`src/rtl/lite16_ctrl_seq.sv`:
```
// lite16_ctrl_seq: multi-cycle FETCH/DECODE/EXEC/MEM/WB control sequencer for the
// LITE-16 core, with run/stop/halt control, a memory-ack timeout and a
// retired-instruction counter.
module lite16_ctrl_seq #(
    parameter int unsigned MEM_TIMEOUT = 16,
    parameter int unsigned CNT_W       = 32
) (
    input  logic             clk,
    input  logic             rst,
    input  logic             start,
    input  logic             stop,
    input  logic [15:0]      instruction,
    input  logic             mem_ack,
    output logic             ir_load,
    output logic             pc_en,
    output logic             pc_jmp,
    output logic             alu_en,
    output logic             mem_req,
    output logic             mem_we,
    output logic             reg_we,
    output logic             halted,
    output logic             fault,
    output logic [CNT_W-1:0] instr_count
);

    localparam int unsigned TO_W = $clog2(MEM_TIMEOUT + 1);

    localparam logic [3:0] OP_HALT = 4'hF;
    localparam logic [3:0] OP_JMP  = 4'hE;
    localparam logic [3:0] OP_LD   = 4'hD;
    localparam logic [3:0] OP_ST   = 4'hC;

    typedef enum logic [2:0] {
        S_IDLE,
        S_FETCH,
        S_DECODE,
        S_EXEC,
        S_MEM,
        S_WB,
        S_HALT
    } state_t;

    state_t           state_q, state_d;
    logic [3:0]       opcode_q, opcode_d;
    logic [TO_W-1:0]  to_q, to_d, to_inc;
    logic             fault_q, fault_d;
    logic [CNT_W-1:0] count_q, count_d;

    logic ir_load_q, ir_load_d;
    logic pc_en_q,   pc_en_d;
    logic pc_jmp_q,  pc_jmp_d;
    logic alu_en_q,  alu_en_d;
    logic mem_req_q, mem_req_d;
    logic mem_we_q,  mem_we_d;
    logic reg_we_q,  reg_we_d;
    logic halted_q,  halted_d;

    // A store retires in its acknowledging MEM cycle, so that one pc_en source is mem_ack-qualified
    logic st_ack;

    // Only the opcode field is decoded here; the rest of the word belongs to the datapath
    logic unused_instr_bits;
    assign unused_instr_bits = ^instruction[11:0];

    // Next-state, opcode latch, memory timeout counter and sticky fault
    always_comb begin
        state_d  = state_q;
        opcode_d = opcode_q;
        to_d     = to_q;
        fault_d  = fault_q;
        st_ack   = 1'b0;
        to_inc   = to_q + 1'b1;

        case (state_q)
            S_IDLE: begin
                if (start) begin
                    state_d = S_FETCH;
                end
            end
            S_FETCH: begin
                opcode_d = instruction[15:12];
                state_d  = S_DECODE;
            end
            S_DECODE: begin
                to_d = '0;
                case (opcode_q)
                    OP_HALT:      state_d = S_HALT;
                    OP_LD, OP_ST: state_d = S_MEM;
                    default:      state_d = S_EXEC;
                endcase
            end
            S_EXEC: begin
                if (opcode_q == OP_JMP) begin
                    state_d = stop ? S_IDLE : S_FETCH;
                end else begin
                    state_d = S_WB;
                end
            end
            S_MEM: begin
                // An ack in the same cycle the timeout would expire still completes normally
                if (mem_ack) begin
                    if (opcode_q == OP_ST) begin
                        st_ack  = 1'b1;
                        state_d = stop ? S_IDLE : S_FETCH;
                    end else begin
                        state_d = S_WB;
                    end
                end else begin
                    to_d = to_inc;
                    if (to_inc == TO_W'(MEM_TIMEOUT)) begin
                        state_d = S_HALT;
                        fault_d = 1'b1;
                    end
                end
            end
            S_WB: begin
                state_d = stop ? S_IDLE : S_FETCH;
            end
            S_HALT: begin
                if (start) begin
                    fault_d = 1'b0;
                    state_d = S_FETCH;
                end
            end
            default: begin
                state_d = S_IDLE;
            end
        endcase
    end

    // Moore outputs decoded from the state and opcode being entered, so the flops present them in that state
    always_comb begin
        ir_load_d = (state_d == S_FETCH);
        pc_jmp_d  = (state_d == S_EXEC) && (opcode_d == OP_JMP);
        alu_en_d  = (state_d == S_EXEC) && (opcode_d != OP_JMP);
        reg_we_d  = (state_d == S_WB);
        pc_en_d   = (state_d == S_WB) || pc_jmp_d;
        mem_req_d = (state_d == S_MEM);
        mem_we_d  = (state_d == S_MEM) && (opcode_d == OP_ST);
        halted_d  = (state_d == S_HALT);
    end

    assign pc_en = pc_en_q | st_ack;

    // Retired-instruction counter steps on every pc_en pulse and wraps naturally
    always_comb begin
        count_d = count_q + CNT_W'(pc_en);
    end

    // State, latched opcode, counters and registered outputs
    always_ff @(posedge clk or negedge rst) begin
        if (!rst) begin
            state_q   <= S_IDLE;
            opcode_q  <= '0;
            to_q      <= '0;
            fault_q   <= 1'b0;
            count_q   <= '0;
            ir_load_q <= 1'b0;
            pc_en_q   <= 1'b0;
            pc_jmp_q  <= 1'b0;
            alu_en_q  <= 1'b0;
            mem_req_q <= 1'b0;
            mem_we_q  <= 1'b0;
            reg_we_q  <= 1'b0;
            halted_q  <= 1'b0;
        end else begin
            state_q   <= state_d;
            opcode_q  <= opcode_d;
            to_q      <= to_d;
            fault_q   <= fault_d;
            count_q   <= count_d;
            ir_load_q <= ir_load_d;
            pc_en_q   <= pc_en_d;
            pc_jmp_q  <= pc_jmp_d;
            alu_en_q  <= alu_en_d;
            mem_req_q <= mem_req_d;
            mem_we_q  <= mem_we_d;
            reg_we_q  <= reg_we_d;
            halted_q  <= halted_d;
        end
    end

    assign ir_load     = ir_load_q;
    assign pc_jmp      = pc_jmp_q;
    assign alu_en      = alu_en_q;
    assign mem_req     = mem_req_q;
    assign mem_we      = mem_we_q;
    assign reg_we      = reg_we_q;
    assign halted      = halted_q;
    assign fault       = fault_q;
    assign instr_count = count_q;

endmodule

```
`config.mk`:
```
export PLATFORM = sky130hd
export DESIGN_NAME = lite16_ctrl_seq
export DESIGN_NICKNAME = d
export VERILOG_FILES = /design/src/rtl/lite16_ctrl_seq.sv
export SDC_FILE = /design/constraint.sdc
export NUM_CORES = 1
export LEC_CHECK = 0
export ABC_CLOCK_PERIOD_IN_PS = 4700
export CAP_MARGIN = 20
export CORE_UTILIZATION = 50
export DETAILED_ROUTE_END_ITERATION = 10
export GPL_TIMING_DRIVEN = 0
export HOLD_SLACK_MARGIN = 0.1
export PLACE_DENSITY_LB_ADDON = 0.08
export SLEW_MARGIN = 10
export SYNTH_ARGS = -nofsm -noshare
export SYNTH_HDL_FRONTEND = slang
export SYNTH_SLANG_ARGS = --single-unit
```
`constraint.sdc`:
```
create_clock -name clk -period 4.7 [get_ports clk]
set_clock_uncertainty 0.05 [all_clocks]
set_input_delay 0.705 -clock clk [delete_from_list [all_inputs] [get_ports clk]]
set_output_delay 0.705 -clock clk [all_outputs]
set_load 0.01 [all_outputs]
```
-- Word level (Yosys, flattened, before mapping)
Cells that the tools add are included.
- add/sub/neg operators: 2
- $mul: 0
- divide/modulo/power cells: 0
- order comparisons: 0
- equal/unequal tests: 22
- shift operators: 0
- mux-type cells: 18
- bitwise logic cells: 1
- reduce and logical (&&, ||, !) cells: 11
- operators by type and width (cell ; number):
    adder 32 x 1 -> 32 bit ; 1
    equality test 4 bit (second input constant) ; 6
    equality test 3 bit (second input constant) ; 6
    one-hot mux 3 bit (6 select lines) ; 1
    two-way mux 3 bit ; 5
    one-hot mux 5 bit (2 select lines) ; 1
    equality test 3 x 2 -> 1 bit (second input constant) ; 3
    two-way mux 1 bit ; 7
    equality test 3 x 1 -> 1 bit (second input constant) ; 2
    != test 2 bit (second input constant) ; 3
    one-hot mux 3 bit (2 select lines) ; 1
    adder 5 x 1 -> 5 bit (second input constant) ; 1
    equality test 5 bit (second input constant) ; 1
    two-way mux 5 bit ; 1
    two-way mux 4 bit ; 1
    != test 4 bit (second input constant) ; 1
    AND reduction 4 bit ; 1
    nonzero test 2 bit ; 2
    OR reduction 2 bit ; 2
    logical AND 1 bit ; 3
    zero test 3 bit ; 1
    one-hot mux 1 bit (2 select lines) ; 1
    AND reduction 2 bit ; 1
    logical OR 1 bit ; 1
    bitwise OR 1 bit ; 1
- flip-flop bits (word level): 53
- latch bits: 0
- bits in writable memories: 0
- bits in read-only memories: 0
- bits of input ports: 21
- output and inout port bits: 41
- logic and storage cells: 67
- memories: 0

-- Longest topological paths before layout
- word-level depth: 8
- depth in mapped cells: 10
- mapped depth without buffers: 8

-- Worst setup path before layout
OpenSTA, ideal clock, no wires.
- kind: input-to-reg
- from: input port mem_ack
- to: register count_q[10] (netlist: instr_count[10])
- setup time: 128 ps
- data arrival time: 2478 ps
- data required time: 4522 ps
- setup slack: 2044 ps
- stages: 9
- buffers on the path: 1
- cells stage by stage: and4bb_2 a41o_1 ha_1 ha_1 and3_1 buf_2 and2_0 and3_2 xor2_1
- cells in the longest elaborated chain, start to end: 4
- RTL lines (element ; RTL line ; source):
    from (decl) ; 13 ; input logic mem_ack,
    two-way mux 1 bit ; 101 ; if (mem_ack) begin
    two-way mux 1 bit ; 74 ; case (state_q)
    bitwise OR 1 bit ; 143 ; assign pc_en = pc_en_q | st_ack;
    named net pc_en ; 15 ; output logic pc_en,
    adder 32 x 1 -> 32 bit ; 147 ; count_d = count_q + CNT_W'(pc_en);
    named net count_d[10] ; 47 ; logic [CNT_W-1:0] count_q, count_d;
    to (signal assigned) ; 171 ; count_q <= count_d;
    to (decl) ; 47 ;
The timed path passes the listed nets, and every way through them passes these cells.
A chain may end at the register's enable or synchronous reset.

-- Worst setup path in the final report
- from: input port mem_ack
- to: output port pc_en
- cells in the longest elaborated chain, start to end: 3
- RTL lines (element ; RTL line):
    two-way mux 1 bit ; 101
    two-way mux 1 bit ; 74
    bitwise OR 1 bit ; 143
    to (decl) ; 15
Every way passes these cells.

==> metrics <==
first-pass GRT wire length=approximately 8600 um; synthesized area=between 0.002 and 0.003 mm2; final slew viol count=0; post-route clock period utilization=0.662; vias after detailed routing=1939; final hold violation count=0; peak supply drop=roughly 0.24 mV; Clock Power Share=0.192; CP Data Arrival Time=around 2400 ps; worst-margin pin slew=536 ps; syn_area_per_cell=~11 um2; clock root buffer=clkbuf_8; worst path required time=3940 ps; H-tree depth=2; crit path capture type=output pin; Synth top area share=0.520; PnR worst setup slack=1590 ps; antenna violations before repair=0; clock slew at reported path FFs=around 90 ps; Async SR Flop Fraction=1.00; clk sinks=between 50 and 60; layout cell share with drive strength beyond 1=0.107; Worst Setup SP=mem_ack; Switching Share=0.332; Simple-Gate Fraction of Synth Area=0.237; CORE AREA=roughly 0.0048 mm2; number of synthesized flops with an enable pin=0; number of I/O port buffers=49; Logic pwr share=0.331; sequential share of power=0.477; number of DRC markers after the initial detailed-route iteration=65; Cells after Synth=234; Synth Flop Type=dfrtp_1; GRT Resource Usage Total=0.213; outcome=completed; clk buf depth=2; CTS tree=built; Total Wirelength=~5100 um; area grow syn2layout=26.5%; unrepaired setup endpoints after global routing=false; RePlAce Congestion=roughly 0.9; setup bufs post-CTS=0; worst-path fanout max=5; Worst R2R Start=state_q[2]; commonest non-fill, non-tap cell in the layout=dfrtp_1; hold bufs inserted after CTS=0; Inserted Clock Buffers=5; top post-synthesis cells by area=dfrtp_1, xnor2_1, xor2_1; Initial DRT Pass Iterations=4; Die H=73.5 um; DP HPWL=between 3000 and 4000 um; vias per cell=about 5.4; complex-gate fraction of the synthesized area=0.0824; XOR/XNOR Fraction of Synth Area=0.110; Synth Warn #=0; max_slew headroom=0.641; Final setup viols=0; area of the multi-input gates=0.00117 mm2; path category of the worst min-delay check=in -> async; leading area contributor after synthesis=dfrtp_1; residual DRC count=0; Unique masters post-synth=55; Detail Route Antenna Nets=0; Adder-Cell Fraction of Synth Area=0.0147; NetSw=roughly 0.44 mW; Diodes inserted=0; largest net degree at the start of global routing=36; Die Wd=73.5 um; sequential fraction of the synthesis area=0.520; post-synthesis mux area share=0.0132; flop-to-flop setup slack=1950 ps; final-stage net count=about 320; largest family of logic cells by synthesized area=simple AND/OR/NAND/NOR gates; Post-Syn Nets=about 260; Starting Density=0.530; fmax=between 0.3 and 0.4 GHz; Clk Latency, worst-skew pair=about 300 ps; FF+latch count, synth=53; critical path class=in -> out; pre-CTS setup slack=approximately 1300 ps; register area=0.00133 mm2; full die area=0.00539 mm2; setup_tns=0 ps; Power Density=410 mW/mm2; minimum clock period after layout=3110 ps; Max Cap Violations=0; leak pwr=1.39 nW; post-DR wirelength/cell=approximately 14 um; Setup crit start kind=primary input; Ports=62; most frequent cells in the layout=dfrtp_1, clkdlybuf4s50_1, xnor2_1; P_int=a little under 0.9 mW; gr ovfl total=0; fillers=a little over 400; Resize count post-CTS=0; via count of the first global-routing pass=roughly 1800; # rows=25
per-layer routing:
layer | global-route usage | wire length, um
met4 | 0.0513 | 56
met2 | 0.363 | 2600
met1 | 0.280 | 2290
met5 | 0 | 0
met3 | 0.0412 | 144
cell type report:
| class | count | share of cell area |
|---|---|---|
| Timing Repair Buffer | 50 | 0.157 |
| Multi-Input combinational cell | 167 | 0.362 |
| Buffer | 6 | 0.00891 |
| Clock buffer | 7 | 0.0267 |
| Tap cell | 67 | 0.0260 |
| Inverter | 8 | 0.00930 |
| Sequential cell | 53 | 0.411 |
logic make-up after synthesis:
group                      after synthesis
and+or+nand+nor                         98
buffers and inverters                   14
AOI/OAI and AO/OA                       31
adders and majority gates                3
xor gates and xnor gates                32
DFF                                     53
muxes                                    3
worst max-delay path, stage by stage:
cell and delay, ps:
clkdlybuf4s50_1 540, and4bb_2 290, a41o_1 260, clkdlybuf4s50_1 560
power by group through the flow:
stage | combinational (mW) | sequential [mW] | clock [mW]
floorplan | 0.243 | 0.643 | 0
global placement | 0.431 | 0.639 | 0
CTS | 0.441 | 0.631 | 0.264
finish | 0.437 | 0.631 | 0.254
global route | 0.481 | 0.647 | 0.287
detailed placement | 0.441 | 0.638 | 0
metrics by stage:
step / cells / total power, mW / hold WS (ps) / instance area (um2) / util
CTS: 358 / 1.34 / 291 / 3230 / 0.670
global route: 358 / 1.41 / 320 / 3230 / 0.670
floorplan: 234 / 0.887 / 359 / 2550 / -
global placement: 350 / 1.07 / 411 / 3130 / 0.649
finish: 358 / 1.32 / 287 / 3230 / 0.670
detailed placement: 351 / 1.08 / 412 / 3140 / 0.652
cell usage after synthesis (2+ instances only):
| cell type | number |
|---|---|
| nand2_1 | 15 |
| and4b_1 | 2 |
| dfrtp_1 | 53 |
| mux2_2 | 3 |
| nand3_1 | 15 |
| or2_2 | 2 |
| a211oi_1 | 2 |
| nor2_1 | 12 |
| xnor2_1 | 22 |
| and4_1 | 3 |
| nand4_1 | 11 |
| and3_1 | 5 |
| and2_1 | 4 |
| inv_1 | 8 |
| nor3_1 | 3 |
| nor2b_1 | 5 |
| a21oi_1 | 6 |
| and3_2 | 2 |
| buf_2 | 4 |
| ha_1 | 3 |
| o21ai_0 | 11 |
| xor2_1 | 10 |
final timing paths:
path	end	cells after the start
min in group clk	instr_count[31]	1
worst max register to register	instr_count[10]	10
worst min register to register	instr_count[31]	1
worst min-delay path	instr_count[6]	1
max in group asynchronous	halted	2
worst max-delay path	pc_en	4
registers in the layout, summed over array words and instances (netlist names), 3 cells and up:
register,cells
to_q,5
instr_count,32
opcode_q,4
state_q,3
(Power assumes the default switching activity.)
